===== src/rtl/morse_pkg.sv =====
`default_nettype none
// ============================================================================
//  Module  : morse_pkg
//  Brief   : Shared state encoding and width helper for the Morse beacon keyer.
//  Revision: 1.0
// ============================================================================
package morse_pkg;

    typedef enum logic [1:0] {
        ST_IDLE = 2'd0,
        ST_PLAY = 2'd1,
        ST_GAP  = 2'd2
    } morse_state_e;

    // Index width for n entries, never narrower than one bit.
    function automatic int unsigned width_of(input int unsigned n);
        return (n < 2) ? 1 : $clog2(n);
    endfunction

endpackage
`default_nettype wire


===== src/rtl/morse_dot_timebase.sv =====
`default_nettype none
// ============================================================================
//  Module  : morse_dot_timebase
//  Brief   : Dot-rate down-counter; emits a 1-cycle tick every period_i cycles.
//  Revision: 1.0
// ============================================================================
module morse_dot_timebase #(
    parameter int DIV_W = 24
) (
    input  logic             clk,
    input  logic             rst,
    input  logic             clr_i,
    input  logic [DIV_W-1:0] period_i,
    output logic             tick_o
);

    logic [DIV_W-1:0] cnt_q;
    logic [DIV_W-1:0] cnt_d;

    assign tick_o = (cnt_q == '0);

    // Reload on the clear edge so the first dot after a clear is a full period.
    always_comb begin
        cnt_d = cnt_q - DIV_W'(1);
        if (clr_i || tick_o) begin
            cnt_d = period_i - DIV_W'(1);
        end
    end

    always_ff @(posedge clk) begin
        if (rst) begin
            cnt_q <= '0;
        end else begin
            cnt_q <= cnt_d;
        end
    end

endmodule
`default_nettype wire


===== src/rtl/morse_beacon_gen.sv =====
`default_nettype none
// ============================================================================
//  Module  : morse_beacon_gen
//  Brief   : RAM-backed Morse keyer with run-time dot/message length and looping.
//  Revision: 1.0
// ============================================================================
module morse_beacon_gen
    import morse_pkg::*;
#(
    parameter int WORD_W   = 8,
    parameter int DEPTH    = 16,
    parameter int DIV_W    = 24,
    parameter int GAP_DOTS = 14,
    parameter int LEN_W    = $clog2(DEPTH*WORD_W+1)
) (
    input  logic                       morse_clk,
    input  logic                       sys_rst,
    input  logic                       wr_en,
    input  logic [width_of(DEPTH)-1:0] wr_addr,
    input  logic [WORD_W-1:0]          wr_data,
    input  logic [LEN_W-1:0]           msg_len,
    input  logic [DIV_W-1:0]           dot_len,
    input  logic                       loop_en,
    input  logic                       start,
    input  logic                       stop,
    output logic                       key,
    output logic                       busy,
    output logic                       done,
    output logic [LEN_W-1:0]           bit_ptr
);

    localparam int AW = width_of(DEPTH);
    localparam int BW = width_of(WORD_W);
    localparam int GW = width_of(GAP_DOTS);
    localparam logic [LEN_W-1:0] c_MAX_LEN = LEN_W'(DEPTH*WORD_W);

    logic [WORD_W-1:0] mem_q [DEPTH];

    morse_state_e      state_q, state_d;
    logic [LEN_W-1:0]  ptr_q, ptr_d;
    logic [LEN_W-1:0]  len_q, len_d;
    logic [DIV_W-1:0]  dot_q, dot_d;
    logic [GW-1:0]     gap_q, gap_d;
    logic              done_q, done_d;
    logic              key_q;

    logic              w_tick;
    logic              w_tb_clr;
    logic              w_wrap;
    logic [LEN_W-1:0]  w_len_in;
    logic [DIV_W-1:0]  w_dot_in;
    logic [AW-1:0]     w_rd_word;
    logic [BW-1:0]     w_rd_bit;

    assign w_len_in = (msg_len > c_MAX_LEN) ? c_MAX_LEN : msg_len;
    assign w_dot_in = (dot_len == '0) ? DIV_W'(1) : dot_len;

    morse_dot_timebase #(
        .DIV_W    (DIV_W)
    ) u_timebase (
        .clk      (morse_clk),
        .rst      (sys_rst),
        .clr_i    (w_tb_clr),
        .period_i (dot_d),
        .tick_o   (w_tick)
    );

    // w_wrap marks any (re)start of a pass: from IDLE, or at the end of a loop pass/gap.
    always_comb begin
        state_d  = state_q;
        ptr_d    = ptr_q;
        len_d    = len_q;
        dot_d    = dot_q;
        gap_d    = gap_q;
        done_d   = 1'b0;
        w_tb_clr = 1'b0;
        w_wrap   = 1'b0;

        case (state_q)
            ST_IDLE: begin
                if (start) begin
                    w_wrap = 1'b1;
                end
            end
            ST_PLAY: begin
                if (w_tick) begin
                    if (ptr_q == len_q - LEN_W'(1)) begin
                        if (!loop_en) begin
                            state_d = ST_IDLE;
                            ptr_d   = '0;
                            done_d  = 1'b1;
                        end else if (GAP_DOTS == 0) begin
                            w_wrap = 1'b1;
                        end else begin
                            state_d = ST_GAP;
                            ptr_d   = '0;
                            gap_d   = '0;
                        end
                    end else begin
                        ptr_d = ptr_q + LEN_W'(1);
                    end
                end
            end
            ST_GAP: begin
                if (w_tick) begin
                    if (gap_q == GW'(GAP_DOTS - 1)) begin
                        w_wrap = 1'b1;
                    end else begin
                        gap_d = gap_q + GW'(1);
                    end
                end
            end
            default: begin
                state_d = ST_IDLE;
                ptr_d   = '0;
            end
        endcase

        if (w_wrap) begin
            ptr_d = '0;
            if (w_len_in == '0) begin
                state_d = ST_IDLE;
                done_d  = 1'b1;
            end else begin
                state_d  = ST_PLAY;
                len_d    = w_len_in;
                dot_d    = w_dot_in;
                w_tb_clr = 1'b1;
            end
        end

        if (stop) begin
            state_d  = ST_IDLE;
            ptr_d    = '0;
            len_d    = len_q;
            dot_d    = dot_q;
            done_d   = 1'b0;
            w_tb_clr = 1'b0;
        end
    end

    assign w_rd_word = AW'(ptr_d / WORD_W);
    assign w_rd_bit  = BW'(ptr_d % WORD_W);

    always_ff @(posedge morse_clk) begin
        if (wr_en) begin
            mem_q[wr_addr] <= wr_data;
        end
    end

    // Key is the registered RAM read of the bit being entered; same-cycle writes show next read.
    always_ff @(posedge morse_clk) begin
        if (sys_rst) begin
            state_q <= ST_IDLE;
            ptr_q   <= '0;
            len_q   <= '0;
            dot_q   <= DIV_W'(1);
            gap_q   <= '0;
            done_q  <= 1'b0;
            key_q   <= 1'b0;
        end else begin
            state_q <= state_d;
            ptr_q   <= ptr_d;
            len_q   <= len_d;
            dot_q   <= dot_d;
            gap_q   <= gap_d;
            done_q  <= done_d;
            key_q   <= (state_d == ST_PLAY) ? mem_q[w_rd_word][w_rd_bit] : 1'b0;
        end
    end

    assign key     = key_q;
    assign busy    = (state_q != ST_IDLE);
    assign done    = done_q;
    assign bit_ptr = ptr_q;

endmodule
`default_nettype wire


===== config.mk =====
export PLATFORM = sky130hd
export DESIGN_NAME = morse_beacon_gen
export DESIGN_NICKNAME = d
export VERILOG_FILES = /design/src/rtl/morse_pkg.sv /design/src/rtl/morse_dot_timebase.sv /design/src/rtl/morse_beacon_gen.sv
export SDC_FILE = /design/constraint.sdc
export NUM_CORES = 1
export LEC_CHECK = 0
export CORE_AREA = 8 8 141 143
export DETAILED_ROUTE_END_ITERATION = 6
export DIE_AREA = 0 0 149 151
export GPL_TIMING_DRIVEN = 1
export PLACE_DENSITY = 0.8
export SETUP_SLACK_MARGIN = 0.15
export SLEW_MARGIN = 5
export SYNTH_ARGS = -nofsm -noshare
export SYNTH_HDL_FRONTEND = slang
export SYNTH_SLANG_ARGS = --single-unit

===== constraint.sdc =====
create_clock -name morse_clk -period 3.5 [get_ports morse_clk]
set_input_delay 0.7 -clock morse_clk [delete_from_list [all_inputs] [get_ports morse_clk]]
set_output_delay 0.7 -clock morse_clk [all_outputs]
set_load 0.01 [all_outputs]

# Yosys cells after proc, flatten, opt, wreduce, memory -nomap -nowiden
# Memories as Yosys holds them, arrays and structs flattened.
# Cells that the tools add are included.
word_totals:
  ff_bits: 72
  ram_bits: 128
  in_bits: 50
  mem_count: 1
classes:
  addsub: 5
  order_cmp: 2
  n_eq_ne: 10
  n_mux: 41
  n_bitwise: 4
  n_reduce_logical: 14
memory_table:
  columns: ["memory", "words", "word_bits", "rd", "rd_clocked_by_memory_dff", "wr", "line", "text"]
  rows:
  - ["mem_q", 16, 8, 1, 0, 1, "morse_beacon_gen.sv:37", "logic [WORD_W-1:0] mem_q [DEPTH];"]
op_table:
  columns: ["op", "n"]
  rows:
  - ["two-way mux 24 bit", 5]
  - ["zero test 24 bit", 2]
  - ["subtractor 24 x 1 -> 24 bit, second input constant", 2]
  - ["two-way mux 8 bit", 3]
  - ["two-way mux 4 bit", 5]
  - ["two-way mux 1 bit", 16]
  - ["case mux 8 bit (2 select lines)", 1]
  - ["two-way mux 7 bit", 2]
  - ["two-way mux 2 bit", 5]
  - ["adder 8 x 1 -> 8 bit, second input constant", 1]
  - ["equality test 8 bit", 1]
  - ["greater-than comparator 8 bit, second input constant", 1]
  - ["zero test 8 bit", 1]
  - ["case mux 4 bit (2 select lines)", 1]
  - ["subtractor 8 x 1 -> 8 bit, second input constant", 1]
  - ["inequality test 2 bit, second input constant", 3]
  - ["AND reduction 6 bit", 1]
  - ["OR reduction 2 bit", 3]
  - ["adder 4 x 1 -> 4 bit, second input constant", 1]
  - ["equality test 2 x 1 -> 1 bit, second input constant", 2]
  - ["equality test 4 bit, second input constant", 1]
  - ["< comparator 3 x 4 -> 1 bit, second input constant", 1]
  - ["inequality test 2 x 1 -> 1 bit, second input constant", 2]
  - ["NOT 1 bit", 4]
  - ["other kinds (10)", 11]

# Longest topological paths before layout
# Gate-level depths: netlist of the first run.
depth:
  ltp_word: 10
  ltp_mapped: 17
  ltp_nobuf: 15

# By module
# Synthesis of the first run repeated with hierarchy kept, for this count alone.
hier_totals:
  hier_cells: 909
  hier_area_um2: 9549.2
by_module_without_submodules:
  columns: ["module", "instances", "cells_each", "area_per_inst_um2", "seq_area_each_um2"]
  rows:
  - ["morse_beacon_gen", 1, 695, 7780.0, 4804.6]
  - ["morse_dot_timebase", 1, 214, 1769.2, 480.5]

# Worst setup path before layout of the first run
# OpenSTA, ideal clock, no wires.
synth_path:
  kind: "input-to-reg"
  startpoint: "input port msg_len[4]"
  endpoint: "register u_timebase.cnt_q[23]"
  arrival_ps: 3480
  required_ps: 3372
  setup_slack_ps: -107
  stages: 12
  path_buffers: 0
  cell_sequence: "or4_1 nor2_1 nor2_1 nand2_4 mux2_1 or4b_1 a21oi_2 nand3b_2 nor3b_2 nand3b_1 xnor2_1 nor2_1"
synth_between:
  elab_chain_len: 8
  word_cells_on_any_way: 12
  cone_classes: "add/sub (1); order compare (1); mux (8); reduce/logical (2)"
synth_rtl:
  columns: ["element", "line", "text"]
  rows:
  - ["from (decl)", "morse_beacon_gen.sv:21", "input logic [LEN_W-1:0] msg_len,"]
  - ["greater-than comparator 8 bit", "morse_beacon_gen.sv:55", "assign w_len_in = (msg_len > c_MAX_LEN) ? c_MAX_LEN : msg_len;"]
  - ["two-way mux 8 bit (*)", "morse_beacon_gen.sv:55", null]
  - ["zero test 8 bit (*)", "morse_beacon_gen.sv:121", "if (w_len_in == '0) begin"]
  - ["two-way mux 24 bit or two-way mux 1 bit (tied branches)", "morse_beacon_gen.sv:121", null]
  - ["two-way mux 24 bit or two-way mux 1 bit (tied branches)", "morse_beacon_gen.sv:119", "if (w_wrap) begin"]
  - ["two-way mux 24 bit or two-way mux 1 bit (tied branches)", "morse_beacon_gen.sv:132", "if (stop) begin"]
  - ["subtractor 24 x 1 -> 24 bit or logical OR 1 bit (tied branches)", "morse_dot_timebase.sv:26, morse_dot_timebase.sv:25", null]
  - ["two-way mux 24 bit (*)", "morse_dot_timebase.sv:25", "if (clr_i || tick_o) begin"]
  - ["to (signal assigned)", "morse_dot_timebase.sv:34", "cnt_q <= cnt_d;"]
  - ["to (decl)", "morse_dot_timebase.sv:17", "logic [DIV_W-1:0] cnt_q;"]
# Mark *: on every way between the ends. The rest lies on a longest branch, timed or not.
# A chain may end at the register's enable or synchronous reset.

# Worst setup path in the final report of the first run
layout_path:
  startpoint: "register u_timebase.cnt_q[19]"
  endpoint: "register key_q, in the netlist key"
layout_between:
  elab_chain_len: 8
  word_cells_on_any_way: 17
  cone_classes: "eq/ne (1); mux (12); bitwise (1); reduce/logical (2); memory (1)"
layout_rtl:
  columns: ["element", "line", "text"]
  rows:
  - ["zero test 24 bit (*)", "morse_dot_timebase.sv:20", "assign tick_o = (cnt_q == '0);"]
  - ["two-way mux 8 bit, or another cell as far along", "morse_beacon_gen.sv:86", "if (w_tick) begin"]
  - ["case mux 8 bit (2 select lines), or another cell as far along", "morse_beacon_gen.sv:79", "case (state_q)"]
  - ["two-way mux 7 bit or two-way mux 2 bit (tied branches)", "morse_beacon_gen.sv:119", null]
  - ["two-way mux 7 bit or two-way mux 2 bit (tied branches)", "morse_beacon_gen.sv:132", null]
  - ["memory (16 x 8 bit) or equality test 2 x 1 -> 1 bit (tied branches)", null, null]
  - ["binary-select mux 1 bit (select 3 bit) or NOT 1 bit (tied branches)", null, null]
  - ["two-way mux 1 bit (not written as such) or OR reduction 2 bit (tied branches)", null, null]
  - ["to (signal assigned)", "morse_beacon_gen.sv:168", "key_q <= (state_d == ST_PLAY) ? mem_q[w_rd_word][w_rd_bit] : 1'b0;"]
  - ["to (decl)", "morse_beacon_gen.sv:45", "logic key_q;"]
# Mark *: on every way between the ends. The rest lies on a longest branch, timed or not. The select of a mux whose other input is x is not followed.

==> results.toml, run 1 <==
[clock_network]
cts_tree = "yes"
cts_sinks = 200
clockRootBuffer = "clkbuf_16"
clk_path_buf_depth = 2
cts_hold_buf = 0
cts-htree-levels = 4
clk_pin_slew_ps = 80
cts_buffers = 17
clock_latency_ps = 440

[worst_setup_path]
r2r-end = "key"
path_class = "flip-flop to flip-flop"
cp.arrival_ps = 4110
cp-endpoint = "key"
crit_path_start_kind = "flip-flop"
path_max_fanout = 6
rrSetupSlack_ps = -290
critPathLaunch = "u_timebase.cnt_q[19]"
rr_worst_depth = 14
end_kind = "flip-flop"
cp.required_ps = 3830
r2r-start = "u_timebase.cnt_q[19]"

[timing]
slew_violations = 0
fmax_ghz = 0.2641
max-slew-margin-rel_pct = 38.67
finalHoldViolations = 0
skew_ps = 14.33
tightest_slew_ps = 916.5
setup_viol = 18
period_share_pct = 108.2
fin_hold_ws_ps = 480.4
final.min_clock_period_ps = 3786
setup_slack_ps = -286.4
rsz0062_at_grt = "yes"

[final_layout]
drive_above_1_share_pct = 30.90
final_core_util_pct = 72.11
syn_to_final_growth_pct = 35.48
fill_cells = 1077
num_antenna_cells = 0
fin_nets = 1126

[die]
start_util_pct = 53.22
io-pin-count = 61
die_area_um2 = 22500
placementRows = 49
core-area_um2 = 17660
die_w_um = 149
die_y_um = 151

[synthesis]
ys.flop_type = "edfxtp_1"
ys_top_cells_by_area = "edfxtp_1 41%, dfxtp_1 15%, mux2i_1 5.8%"
avgSynthCellArea_um2 = 11.17
synth_top_area_share_pct = 40.90
synthCells = 841
synth_async_sr_flop_share_pct = 0
synth_edf_count = 128
ys_ff_latch = 200
synth.net_count = 896
yosysUniqueCellTypes = 84
synth_largest_area_cell = "edfxtp_1"
synth_area_um2 = 9398
ys_seq_area_share_pct = 56.24
synth_warnings = 0

[power]
vdd_drop_max_mv = 0.3384
p_leak_nw = 4.893
cellPowerDensity_nw_per_um2 = 468.2

[global_route]
grt-ovfl-total = 0
grt.met3_usage_pct = 4.960
antenna_found_initial = 0
met2_usage_pct = 39.82
grt.busiest_layer = "met2"
grt_max_degree = 37
met1_usage_pct = 29.15
grt_pass1_vias = 7951
grt.total_usage_pct = 23.77
grt_pass1_wl_um = 41630

[detailed_routing]
wl_per_cell_um = 21.46
dr.first_iter.drc_count = 854
wl_um = 28180
dr.pass1.iters = 6
drc = 0
via_count = 8111
ant_nets = 0
vias_per_cell = 6.177

[placement]
dp_hpwl_um = 17650
gp_congestion = 0.9260
io_buffers = 60

[status]
failed_checks = "negative setup slack"
status = "finished, violations left"

[worst_hold_path]
worstHoldPathType = "flip-flop to flip-flop"
whs_path_depth = 2

[job]
maxCapViolCount = 0
through the flow:
step	cells	cell area [um^2]	TNS [ps]	worst slack (ps)	total power [W]
2_1_floorplan	841	9528	0	43.57	0.003213
3_3_place_gp	1248	11410	-4595	-347.4	0.003584
3_5_place_dp	1248	11410	-5670	-393.1	0.003609
4_1_cts	1301	12480	-707.0	-191.3	0.005785
5_1_grt	1313	12730	-5260	-427.2	0.006133
6_report	1313	12730	-3075	-286.4	0.005962
worst min-delay path by stage:
stage	start	to	slack, ps
finish	dot_q[10]	dot_q[10]	480
global route	dot_q[16]	dot_q[16]	500
CTS	dot_q[10]	dot_q[10]	480
detailed placement	dot_q[15]	dot_q[15]	460
global placement	dot_q[10]	dot_q[10]	450
floorplan	dot_q[2]	dot_q[2]	440
critical path, cell delays in order, from the launching register on:
cell and delay, ps:
dfxtp_1 340, or4_4 540, or4_4 610, nor4_4 170
mux2i_1 250, a211oi_2 70, buf_4 170, nor2_4 210
nor2_2 100, buf_4 180, a211oi_2 240, o31ai_1 110
nor3_1 270, o221ai_1 180, o31a_1 250
cells in the final DEF, fill, tap and decap left out, types with 10 or more instances in the layout:
cell	n
buf_4	171
nor4_1	11
nand3_1	14
o21ai_0	13
edfxtp_1	128
inv_1	10
nand3b_1	11
nand2_1	59
a21oi_1	50
nor2_1	102
clkdlybuf4s50_1	59
clkbuf_16	17
mux2i_1	50
dfxtp_1	70
buf_6	11
xor2_1	15
xnor2_1	13
nor3_1	27
synthesized netlist by cell type (all sizes together), types with 9 or more instances:
library cell,instances
edfxtp,128
nor2,111
dfxtp,72
nand2,68
a21oi,60
mux2i,54
nor3,32
buf,23
o21ai,23
clkbuf,17
nor4,17
a211oi,16
xnor2,16
nand3,15
xor2,15
nand3b,12
a31oi,11
or3,11
inv,10
or4,10
and2,9
mux2,9
cell families after synthesis:
| group | share of synthesized area, % |
|---|---|
| flip-flops | 56.24 |
| buffers and inverters | 2.929 |
| AO/OA/AOI/OAI | 12.95 |
| XOR/XNOR | 2.889 |
| multiplexers | 6.830 |
| adder cells (fa/ha/maj) | 0.6657 |
| AND/OR/NAND/NOR | 17.49 |
final cells by class:
cell class	count	area [um^2]	share of cell area (%)
clock inverters	15	217.7	1.710
flip-flops and latches	200	5288	41.53
well taps	229	286.5	2.250
repair buffers	251	2203	17.31
inverters	11	41.29	0.3243
multi-input cells	590	4270	33.54
clock buffers	17	425.4	3.341
report_power, final:
group | internal (W) | switching (W)
combinational | 0.000560 | 0.000613
sequential | 0.00261 | 0.0000610
clock | 0.00102 | 0.00110
total | 0.00419 | 0.00177
layer usage:
layer,vias to the layer above,routed length [um],share of wire (%)
li1,3601,-,-
met1,3885,10800,38
met2,505,13650,48
met3,120,2454,8.7
met4,0,1269,4.5
met5,-,0,0
sequential cells by signal (all words and copies together) (netlist names):
name	flops
mem_q	128
dot_q	24
u_timebase.cnt_q	24
bit_ptr	8
len_q	8
gap_q	4
state_q	2
done	1
key	1
repair_timing:
item | CTS | global route
setup endpoints to repair | 21 | 21
setup buffers | 19 | 12
gates resized for setup | 42 | 40
pin swaps | 26 | 21
hold endpoints to repair | 0 | 0
gates cloned | 2 | 0
(Power assumes the default switching activity.)
==> run 2, diff against run 1 <==
--- a/config.mk
+++ b/config.mk
@@ -5,9 +5,9 @@
 export SDC_FILE = /design/constraint.sdc
 export NUM_CORES = 1
 export LEC_CHECK = 0
-export CORE_AREA = 8 8 141 143
+export CORE_AREA = 3 3 136 138
 export DETAILED_ROUTE_END_ITERATION = 6
-export DIE_AREA = 0 0 149 151
+export DIE_AREA = 0 0 139 141
 export GPL_TIMING_DRIVEN = 1
 export PLACE_DENSITY = 0.8
 export SETUP_SLACK_MARGIN = 0.15
==> results.toml, run 2 (synthesis gave the netlist of run 1 again) <==
[timing]
final.min_clock_period_ps = 3885
rsz0062_at_grt = "yes"
max-slew-margin-rel_pct = 39.56
tightest_slew_ps = 903.2
fmax_ghz = 0.2574
skew_ps = 10.90
finalHoldViolations = 0
setup_slack_ps = -385.0
setup_viol = 19
slew_violations = 0
period_share_pct = 111.0

[final_layout]
multi_input_area_um2 = 4205
final_area_um2 = 12590
seqCellArea_um2 = 5289
fin_nets = 1121
drive_above_1_share_pct = 29.19
fill_cells = 1071
layout_top_registers = "mem_q (128), dot_q (24), u_timebase.cnt_q (24)"
top_register = "mem_q"
syn_to_final_growth_pct = 34.00
mostFrequentLayoutCells = "164 x buf_4, 128 x edfxtp_1, 102 x nor2_1"
num_antenna_cells = 0
mostFrequentLayoutCell = "buf_4"
largest_reg_flops = 128

[worst_setup_path]
path_max_fanout = 5
cp.required_ps = 3840
r2r-end = "key"
r2r-start = "u_timebase.cnt_q[16]"
path_class = "flip-flop to flip-flop"
cp.arrival_ps = 4220
crit_path_start_kind = "flip-flop"
end_kind = "flip-flop"
rr_worst_depth = 14
rrSetupSlack_ps = -390

[worst_hold_path]
hold_end = "dot_q[2]"
worstHoldPathType = "flip-flop to flip-flop"
whs_path_depth = 2
hold_start = "dot_q[2]"

[detailed_routing]
wl_um = 27510
ant_nets = 0
vias_per_cell = 6.224
dr.pass1.iters = 6
drc = 0
dr.first_iter.drc_count = 1081
wl_per_cell_um = 21.10
via_count = 8116

[placement]
gp_congestion = 0.9857
dp_hpwl_um = 17360
place_area_um2 = 11430
preCtsSetupSlack_ps = -350.6
io_buffers = 60

[clock_network]
cts_sinks = 200
clockRootBuffer = "clkbuf_16"
cts-htree-levels = 4
cts_tree = "yes"
cts_buffers = 17
clk_pin_slew_ps = 80
clock_latency_ps = 450
cts_hold_buf = 0
clk_path_buf_depth = 2

[job]
maxCapViolCount = 0

[global_route]
antenna_found_initial = 0
grt-ovfl-total = 0
grt_max_degree = 55
grt_pass1_wl_um = 40970
grt.total_usage_pct = 26.24
grt_pass1_vias = 7781

[die]
core-area_um2 = 17300
start_util_pct = 54.33
io-pin-count = 61
die_w_um = 139
die_y_um = 141
die_area_um2 = 19600
placementRows = 48

[status]
status = "finished, violations left"
failed_checks = "negative setup slack"

[power]
cellPowerDensity_nw_per_um2 = 469.3
p_leak_nw = 4.821
vdd_drop_max_mv = 0.4839
-- run 2: changes by cell type in the layout (fill, tap and decap cells not counted), moves of 4 or more --
cell and change:
buf_4 -7, a211oi_2 -6, inv_12 -6, a211oi_1 +5, inv_8 -5, inv_6 +4
-- run 2: worst max-delay path by stage --
stage                              start              endpoint  slack (ps)  depth (start not counted)
floorplan           u_timebase.cnt_q[22]                   key          40                         12
global placement              msg_len[0]  u_timebase.cnt_q[20]        -310                         12
detailed placement            msg_len[0]  u_timebase.cnt_q[19]        -350                         13
CTS                 u_timebase.cnt_q[16]                   key        -260                         14
global route        u_timebase.cnt_q[16]  u_timebase.cnt_q[17]        -500                         15
finish              u_timebase.cnt_q[16]                   key        -390                         14
-- run 2: what timing repair did --
item	in CTS	in global routing
gates resized for setup	27	44
endpoints found under the setup margin	20	22
pin swaps	21	20
buffers inserted	11	14
gates cloned	0	1
endpoints found under the hold margin	0	0
-- run 2: worst max-delay path, stage by stage (launching register included) --
cell and delay (ps):
dfxtp_2 330, or4_4 540, or4_4 590, nor4_4 170, mux2i_1 270, a211oi_2 70, buf_4 160, nor2_4 170
nor2_2 110, buf_4 190, a222oi_1 460, a211oi_1 120, a211oi_2 170, o221ai_1 140, o31a_1 270
-- run 2: stage by stage --
stage               total power, W  TNS [ps]  utilization (%)  hold WS [ps]  cells
global placement          0.003591     -4434            66.11         448.9   1246
finish                    0.005910     -5020            72.81         469.8   1304
detailed placement        0.003613     -5030            66.11         458.1   1246
floorplan                 0.003213         0                -         436.7    841
global route              0.006096     -7587            72.81         500.5   1304
CTS                       0.005725     -2005            70.99         468.7   1289
-- run 2: cell type report --
type                    instances  area share (%)
clock buffers                  18           3.408
clock inverters                14           1.560
inverters                      11          0.3279
multi-input cells             590           33.39
flip-flops and latches        200           42.00
well taps                     225           2.235
repair buffers                246           17.08
-- run 2: routing by layer --
metal | vias to the layer above | global-route usage (%) | wire [um]
li1 | 3600 | - | -
met1 | 3856 | 33.73 | 10470
met2 | 552 | 44.44 | 13450
met3 | 108 | 5.597 | 2639
met4 | 0 | 8.960 | 952
met5 | - | 0 | 0
-- run 2: report_power, final --
group | switching (W) | internal [W] | total [W]
Sequential | 0.0000637 | 0.00261 | 0.00267
Clock | 0.000983 | 0.00109 | 0.00208
Combinational | 0.000600 | 0.000559 | 0.00116
==> RTL edit, RTL diff (settings of run 1) <==
`GAP_DOTS`: 14 -> 7.
--- a/src/rtl/morse_beacon_gen.sv
+++ b/src/rtl/morse_beacon_gen.sv
@@ -11,5 +11,5 @@
     parameter int DEPTH    = 16,
     parameter int DIV_W    = 24,
-    parameter int GAP_DOTS = 14,
+    parameter int GAP_DOTS = 7,
     parameter int LEN_W    = $clog2(DEPTH*WORD_W+1)
 ) (
Behaviour: not the same (Yosys sat finds a counterexample within 10 cycles, from zero or initial values and one cycle with sys_rst high).
==> RTL edit against run 1 <==
The run still ends with setup timing left. Wire length increased by 1.2%. Utilization decreased by 0.63 points. Maximum frequency increased by 6.4%. Clock skew decreased by 0.0023 ns. Worst setup slack improved by 0.23 ns. First-iteration DRC count increased by 21%. Area after synthesis decreased by 0.24%. Total power decreased by 0.70%. Cell count increased by 2.6%. Sequential cell count decreased by 1. Design area decreased by 0.87%. Critical path type unchanged. Highest routed layer unchanged.
==> RTL edit: results (changes against run 1) <==
- Status: finished, violations left
- Failing checks: setup timing
- Synthesis Warnings: 0 (unchanged)
- Pre-CTS setup slack: -0.845 ns (-0.452 ns)
- Reg2reg start: u_timebase.cnt_q[13]
- Layout area overhead: 34.6%
- Metal2 WL: 14.0 mm (+2.2%)
- Internal power: 0.00417 W (-0.63%)
- Via count: 8383 (+3.4%)
- Setup violations, final: 5 (-13)
- Reg2reg path depth: 13 (-1)
- Synthesized instance count: 880 (+4.6%)
- Buffering overhead: 17.1% (-0.17 points)
- Total Power: 0.00592 W (-0.70%)
- Final Skew: 0.0120 ns (-0.00229 ns)
- TNS Setup: -0.144 ns (+2.93 ns)
- Initial DRC Count: 1037 (+21%)
- Synth top cells by count: edfxtp_1 (128), nor2_1 (110), dfxtp_1 (71), nand2_1 (71), a21oi_1 (49)
- Post-CTS setup buffers: 16 (-3)
- DP Wirelength: 18.0 mm (+2.2%)
- Arrival time at the worst endpoint: 3.87 ns (-0.24 ns)
- Met3 wire length: 2.58 mm (+5.3%)
- Inverter count: 14 (+3)
- Syn_nets: 935 (+4.4%)
- Met2 GRT Util: 42.6% (+2.7 points)
- Dominant cells by area after synthesis: edfxtp_1 (41%), dfxtp_1 (15%), nor2_1 (4.4%)
- Sequential share of the synthesized area: 56.2% (-0.078 points)
- Placed inst area: 11500 um2 (+0.47%)
- M1 wire length: 10.5 mm (-2.4%)
- Layout fillers: 1139 (+5.8%)
- Reg2reg end: u_timebase.cnt_q[20]
- Largest net degree at the start of global routing: 67 (+81%)
- Seq_cells: 199 (-0.50%)
- Final nets: 1160 (+3.0%)
- Pleak: 4.70 nW (-3.9%)
- Max IR drop VDD: 353 uV (+4.4%)
- Setup WS post-layout: -0.0578 ns (+0.229 ns)
- Met1 usage: 28.1% (-1.1 points)
- First-pass GRT wire length: 43.1 mm (+3.5%)
- Min-delay src: dot_q[1]
- Cts repair resizes: 79 (+88%)
- GR met3 Demand/Resource: 5.20% (+0.24 points)
- Vias per Instance: 6.22 (+0.74%)
- WHS Endpoint: dot_q[1]
- Seq/total area: 41.7% (+0.21 points)
- Pre-antenna DRT Iters: 7 (+1)
- Final hold slack: 0.468 ns (-0.0129 ns)
- Area of the multi-input gates: 4200 um2 (-1.6%)
- Multi-input comb cells: 620 (+5.1%)
- Slowest CP cell: or4b_4
- GRT Resource Usage Total: 24.5% (+0.74 points)
- Seq pwr share: 45.0% (+0.2 points)
-- RTL edit: worst max path at each step --
stage	from	end	slack [ns]	cells after the start
after floorplan	msg_len[0]	u_timebase.cnt_q[22]	-0.20	11
after global placement	msg_len[0]	u_timebase.cnt_q[19]	-0.75	13
after detailed placement	msg_len[0]	u_timebase.cnt_q[19]	-0.84	13
after CTS	msg_len[7]	u_timebase.cnt_q[20]	0.12	13
after global routing	u_timebase.cnt_q[13]	u_timebase.cnt_q[22]	-0.10	12
final	u_timebase.cnt_q[13]	u_timebase.cnt_q[20]	-0.06	13
-- RTL edit: kinds of logic (layout without fill, tap and decap cells) --
kind of cell / after synthesis / after routing / share of synthesized area (%)
buffers and inverters: 61 / 299 / 2.90
AOI/OAI and AO/OA: 163 / 163 / 11.8
xor gates and xnor gates: 28 / 28 / 2.62
muxes: 45 / 45 / 5.02
and+or+nand+nor: 379 / 379 / 20.8
DFF: 199 / 199 / 56.2
adders and majority gates: 5 / 5 / 0.667
